<file path="src/rtl/multicycle_ctrl_pkg.sv">
// Encodings shared by the multicycle controller and its datapath.
// MULTICYCLE_CTRL_ADDI_EN adds the ADDI opcode and its ADDIWB write-back state.
package multicycle_ctrl_pkg;

    localparam int unsigned OPCODE_W = 6;

    localparam logic [OPCODE_W-1:0] OP_RTYPE = 6'b000000;
    localparam logic [OPCODE_W-1:0] OP_LW    = 6'b100011;
    localparam logic [OPCODE_W-1:0] OP_SW    = 6'b101011;
    localparam logic [OPCODE_W-1:0] OP_BEQ   = 6'b000100;
    localparam logic [OPCODE_W-1:0] OP_J     = 6'b000010;
    localparam logic [OPCODE_W-1:0] OP_ADDI  = 6'b001000;

    typedef enum logic [3:0] {
        ST_FETCH,
        ST_DECODE,
        ST_MEMADR,
        ST_MEMRD,
        ST_MEMWB,
        ST_MEMWR,
        ST_EXEC,
        ST_ALUWB,
        ST_BRANCH,
        ST_JUMP
`ifdef MULTICYCLE_CTRL_ADDI_EN
        , ST_ADDIWB
`endif
    } state_e;

    typedef enum logic [1:0] {
        ALU_ADD   = 2'b00,
        ALU_SUB   = 2'b01,
        ALU_FUNCT = 2'b10
    } alu_op_e;

    typedef enum logic [1:0] {
        SRCB_REG     = 2'b00,
        SRCB_FOUR    = 2'b01,
        SRCB_IMM     = 2'b10,
        SRCB_IMM_SH2 = 2'b11
    } alu_src_b_e;

    typedef enum logic [1:0] {
        PCSRC_ALU    = 2'b00,
        PCSRC_ALUOUT = 2'b01,
        PCSRC_JUMP   = 2'b10
    } pc_src_e;

    typedef struct packed {
        logic       pc_en;
        logic       i_or_d;
        logic       mem_read;
        logic       mem_write;
        logic       ir_write;
        logic       reg_dst;
        logic       mem_to_reg;
        logic       reg_write;
        logic       alu_src_a;
        alu_src_b_e alu_src_b;
        pc_src_e    pc_src;
        alu_op_e    alu_op;
        logic       instr_done;
    } ctrl_t;

endpackage

</file>
<file path="src/rtl/multicycle_ctrl_decode.sv">
// Moore output decode of the controller state, qualified by mem_ready and zero.
// MULTICYCLE_CTRL_ADDI_EN adds the ADDIWB decode.
module multicycle_ctrl_decode
    import multicycle_ctrl_pkg::*;
(
    input  state_e state,
    input  logic   mem_ready,
    input  logic   zero,
    output ctrl_t  ctrl
);

    logic pc_write;
    logic pc_write_cond;

    always_comb begin
        ctrl          = '0;
        pc_write      = 1'b0;
        pc_write_cond = 1'b0;
        case (state)
            ST_FETCH: begin
                ctrl.mem_read  = 1'b1;
                ctrl.alu_src_b = SRCB_FOUR;
                ctrl.ir_write  = mem_ready;
                pc_write       = mem_ready;
            end
            ST_DECODE: begin
                ctrl.alu_src_b = SRCB_IMM_SH2;
            end
            ST_MEMADR: begin
                ctrl.alu_src_a = 1'b1;
                ctrl.alu_src_b = SRCB_IMM;
            end
            ST_MEMRD: begin
                ctrl.mem_read = 1'b1;
                ctrl.i_or_d   = 1'b1;
            end
            ST_MEMWB: begin
                ctrl.mem_to_reg = 1'b1;
                ctrl.reg_write  = 1'b1;
                ctrl.instr_done = 1'b1;
            end
            ST_MEMWR: begin
                ctrl.mem_write  = 1'b1;
                ctrl.i_or_d     = 1'b1;
                ctrl.instr_done = mem_ready;
            end
            ST_EXEC: begin
                ctrl.alu_src_a = 1'b1;
                ctrl.alu_op    = ALU_FUNCT;
            end
            ST_ALUWB: begin
                ctrl.reg_dst    = 1'b1;
                ctrl.reg_write  = 1'b1;
                ctrl.instr_done = 1'b1;
            end
            ST_BRANCH: begin
                ctrl.alu_src_a  = 1'b1;
                ctrl.alu_op     = ALU_SUB;
                ctrl.pc_src     = PCSRC_ALUOUT;
                pc_write_cond   = 1'b1;
                ctrl.instr_done = 1'b1;
            end
            ST_JUMP: begin
                ctrl.pc_src     = PCSRC_JUMP;
                pc_write        = 1'b1;
                ctrl.instr_done = 1'b1;
            end
`ifdef MULTICYCLE_CTRL_ADDI_EN
            ST_ADDIWB: begin
                ctrl.reg_write  = 1'b1;
                ctrl.instr_done = 1'b1;
            end
`endif
            default: ;
        endcase
        ctrl.pc_en = pc_write | (pc_write_cond & zero);
    end

endmodule

</file>
<file path="src/rtl/multicycle_ctrl.sv">
// Multi-cycle processor control FSM: state register, next-state logic, sticky illegal flag.
// MULTICYCLE_CTRL_ADDI_EN enables the ADDI opcode (MEMADR -> ADDIWB).
module multicycle_ctrl
    import multicycle_ctrl_pkg::*;
#(
    parameter int unsigned OP_W = 6
) (
    input  logic            clk,
    input  logic            reset,
    input  logic [OP_W-1:0] op,
    input  logic            zero,
    input  logic            mem_ready,
    output logic            pc_en,
    output logic            i_or_d,
    output logic            mem_read,
    output logic            mem_write,
    output logic            ir_write,
    output logic            reg_dst,
    output logic            mem_to_reg,
    output logic            reg_write,
    output logic            alu_src_a,
    output logic [1:0]      alu_src_b,
    output logic [1:0]      pc_src,
    output logic [1:0]      alu_op,
    output logic            illegal,
    output logic            instr_done
);

    state_e state_q, state_d;
    logic   illegal_q, illegal_d;
    ctrl_t  ctrl_dec;
    ctrl_t  ctrl_out;

    always_comb begin
        state_d   = state_q;
        illegal_d = illegal_q;
        case (state_q)
            ST_FETCH:  if (mem_ready) state_d = ST_DECODE;
            ST_DECODE: begin
                case (op)
                    OP_LW, OP_SW: state_d = ST_MEMADR;
`ifdef MULTICYCLE_CTRL_ADDI_EN
                    OP_ADDI:      state_d = ST_MEMADR;
`endif
                    OP_RTYPE:     state_d = ST_EXEC;
                    OP_BEQ:       state_d = ST_BRANCH;
                    OP_J:         state_d = ST_JUMP;
                    default: begin
                        state_d   = ST_FETCH;
                        illegal_d = 1'b1;
                    end
                endcase
            end
            ST_MEMADR: begin
                if (op == OP_LW)      state_d = ST_MEMRD;
`ifdef MULTICYCLE_CTRL_ADDI_EN
                else if (op == OP_ADDI) state_d = ST_ADDIWB;
`endif
                else                  state_d = ST_MEMWR;
            end
            ST_MEMRD:  if (mem_ready) state_d = ST_MEMWB;
            ST_MEMWR:  if (mem_ready) state_d = ST_FETCH;
            ST_EXEC:   state_d = ST_ALUWB;
            default:   state_d = ST_FETCH;
        endcase
    end

    always_ff @(posedge clk or posedge reset) begin
        if (reset) begin
            state_q   <= ST_FETCH;
            illegal_q <= 1'b0;
        end else begin
            state_q   <= state_d;
            illegal_q <= illegal_d;
        end
    end

    multicycle_ctrl_decode u_decode (
        .state     (state_q),
        .mem_ready (mem_ready),
        .zero      (zero),
        .ctrl      (ctrl_dec)
    );

    // The decoder is combinational on mem_ready/zero, so gate it to keep reset quiet.
    always_comb begin
        if (reset) ctrl_out = '0;
        else       ctrl_out = ctrl_dec;
    end

    assign pc_en      = ctrl_out.pc_en;
    assign i_or_d     = ctrl_out.i_or_d;
    assign mem_read   = ctrl_out.mem_read;
    assign mem_write  = ctrl_out.mem_write;
    assign ir_write   = ctrl_out.ir_write;
    assign reg_dst    = ctrl_out.reg_dst;
    assign mem_to_reg = ctrl_out.mem_to_reg;
    assign reg_write  = ctrl_out.reg_write;
    assign alu_src_a  = ctrl_out.alu_src_a;
    assign alu_src_b  = ctrl_out.alu_src_b;
    assign pc_src     = ctrl_out.pc_src;
    assign alu_op     = ctrl_out.alu_op;
    assign instr_done = ctrl_out.instr_done;
    assign illegal    = illegal_q & ~reset;

endmodule
</file>
<file path="config.mk">
export PLATFORM = sky130hd
export DESIGN_NAME = multicycle_ctrl
export DESIGN_NICKNAME = d
export VERILOG_FILES = /design/src/rtl/multicycle_ctrl_pkg.sv /design/src/rtl/multicycle_ctrl_decode.sv /design/src/rtl/multicycle_ctrl.sv
export SDC_FILE = /design/constraint.sdc
export NUM_CORES = 1
export LEC_CHECK = 0
export ABC_AREA = 1
export CORE_MARGIN = 1
export CORE_UTILIZATION = 42
export CTS_BUF_LIST = sky130_fd_sc_hd__clkbuf_8 sky130_fd_sc_hd__clkbuf_16
export DETAILED_ROUTE_END_ITERATION = 7
export HOLD_SLACK_MARGIN = 0.15
export PLACE_DENSITY_LB_ADDON = 0.2
export SYNTH_ARGS = -nofsm -noshare
export SYNTH_HDL_FRONTEND = slang
export SYNTH_SLANG_ARGS = --single-unit
</file>
<file path="constraint.sdc">
create_clock -name clk -period 3.41 [get_ports clk]
set_input_delay 0.682 -clock clk [delete_from_list [all_inputs] [get_ports clk]]
set_output_delay 0.682 -clock clk [all_outputs]
set_load 0.01 [all_outputs]
</file>
==> flow_summary.json <==
{
  "outcome": "finished, final reports clean",
  "syn_nets": 116,
  "crit_cells": 5,
  "fin_util": 0.753,
  "setup_viol": 0,
  "n_antenna_cell": 0,
  "grt_max_degree": 16,
  "critical-path-top-delay-family": "buffers and inverters",
  "hp-class": "register to register",
  "pre_cts_slack_ns": 0.662,
  "placed_area_um2": 848,
  "vias_per_cell": 4.93,
  "coreArea_mm2": 0.00119,
  "syn-cell-area_um2": 572,
  "layout.nets": 146,
  "final_common_cell": "nor2_1",
  "path_cells": "clkdlybuf4s50_1 -> inv_1 -> nand2_1 -> a21oi_1 -> clkdlybuf4s50_1",
  "clk_pin_slew_ns": 0.04,
  "cts_hold_buf": 0,
  "tightest_slew_ns": 0.277,
  "cp-start-kind": "input pin",
  "fin_crit_ns": 2.75,
  "hold_ws_ns": 0.474,
  "cpPeakStageDelay_ns": 0.54,
  "crit-reg2reg-launch": "state_q[1]",
  "irDropWorstVdd_v": 0.000335,
  "crit_start": "reset",
  "critPathCaptureType": "output pin",
  "cap_viol_max_count": 0,
  "relSlewSlack": 0.813,
  "clock_skew_ns": 0.00103,
  "cts_root_buffer": "clkbuf_8",
  "endpoint": "alu_src_b[1]",
  "final-max-slew-violation-count": 0,
  "clk_latency_ns": 0.22,
  "p_per_area_mw_per_mm2": 426,
  "grt_util_met1": 0.305,
  "cts_sinks": 5,
  "finalWorstSetupSlack_ns": 0.659,
  "crit_required_ns": 2.73,
  "ant_nets": 0,
  "final_cell_mix": "29 x nor2_1, 26 x clkdlybuf4s50_1, 23 x nand2_1, 14 x inv_1, 10 x nand3_1",
  "grt_overflow_total": 0,
  "die_x_um": 38.9,
  "fmaxAchievable_mhz": 363,
  "ys_warn_count": 0,
  "finalHoldViolations": 0,
  "r2r_cells": 8,
  "drt_iter0_drc": 17,
  "cts_tree": "built",
  "grt_pass1_vias": 618,
  "die_h_um": 38.9,
  "vias": 734,
  "clk_path_buf_depth": 2,
  "wl_mm": 1.57,
  "cts_resized": 0,
  "drc_errors": 0,
  "cts_setup_buffers": 0,
  "busiest_layer": "met2",
  "met3_usage": 0.0520,
  "grt_pass1_wl_mm": 2.51,
  "syn_avg_cell_area_um2": 5.39,
  "cts_buffers": 3,
  "place_congestion": 0.889,
  "ioPinCount": 27,
  "rrSetupSlack_ns": 2.17,
  "wire_per_inst_um": 10.5,
  "dr.pass1.iters": 4,
  "r2r_end": "state_q[0]",
  "fin_area_um2": 893,
  "worstPathMaxFanout": 6,
  "cts_max_level": 1,
  "synth-seq-cells": 5,
  "synthCells": 106,
  "grt_usage": 0.249,
  "finalSetupTns_ns": 0,
  "crit_buf_inv": 3,
  "final.period_utilization": 0.807,
  "die-area_mm2": 0.00151,
  "antenna_found_initial": 0,
  "use_met2": 0.404,
  "yosysSeqAreaShare": 0.219,
  "io_buffers": 26,
  "drive_gt1_frac": 0.133,
  "rows": 12,
  "worstPathArrival_ns": 2.07,
  "area_growth_pct": 56.2,
  "cpMostUsedCell": "clkdlybuf4s50_1",
  "p_leak_uw": 0.000426,
  "rsz0062_at_grt": "false",
  "path_class": "input pin to output pin",
  "dp_hpwl_mm": 1.28,
  "yosysUniqueCellTypes": 19,
  "start_util": 0.482,
  "critPathSlowestCell": "clkdlybuf4s50_1"
}
how the worst min path moves through the flow:
stage                     slack, ns      start  cells after the start         to
after detailed placement       0.47  illegal_q                      2  illegal_q
after floorplan                0.43  illegal_q                      2  illegal_q
after CTS                      0.48  illegal_q                      2  illegal_q
after global routing           0.52  illegal_q                      2  illegal_q
after global placement         0.47  illegal_q                      2  illegal_q
final                          0.47  illegal_q                      2  illegal_q
power breakdown:
part           leakage [uW]  switching (uW)  internal (uW)
Clock             0.0000269            29.4           77.2
Combinational      0.000337             107           81.8
Sequential        0.0000623            16.9           68.3
logic make-up (layout without fill, tap and decap cells):
logic type | count (synthesis) | count (layout) | share of synthesized area
compound gates | 7 | 7 | 0.0700
buf+inv | 20 | 49 | 0.133
flops | 5 | 5 | 0.219
simple gates | 74 | 74 | 0.578
synthesized netlist by cell type (all sizes together):
| cell type | instances | area, um^2 |
|---|---|---|
| nor2 | 31 | 126 |
| nand2 | 29 | 129 |
| inv | 18 | 67.6 |
| nand3 | 11 | 60.1 |
| dfrtp | 5 | 125 |
| nor3 | 3 | 15.0 |
| a21oi | 2 | 10.0 |
| a31oi | 2 | 12.5 |
| o21ai | 2 | 10.0 |
| a21boi | 1 | 7.51 |
| buf | 1 | 5.00 |
| clkbuf | 1 | 3.75 |
flip-flops by register name, summed over array words and instances (netlist names):
signal,cells
illegal_q,1
state_q,4
cell type report:
| cell class | count | area, um^2 |
|---|---|---|
| multi-input combinational | 81 | 370 |
| fill | 116 | 293 |
| timing repair buffer | 27 | 268 |
| sequential | 5 | 125 |
| inverter | 18 | 67.6 |
| clock buffer | 3 | 41.3 |
| tap | 14 | 17.5 |
| clock inverter | 1 | 3.75 |
routing by layer:
layer / vias to the layer above / share of wire
li1: 383 / -
met3: 5 / 0.038
met1: 329 / 0.48
met5: - / 0
met4: 0 / 0.017
met2: 17 / 0.46
through the flow:
step,total power [uW],cells
2_1_floorplan,203,106
3_3_place_gp,267,145
5_1_grt,407,149
4_1_cts,380,149
3_5_place_dp,272,145
6_report,381,149
tightest hold or removal path: stages (launching register included):
cell and delay (ns):
dfrtp_1 0.31, inv_1 0.05, o21ai_1 0.07
Note: power is estimated with default switching activity, not from simulation.
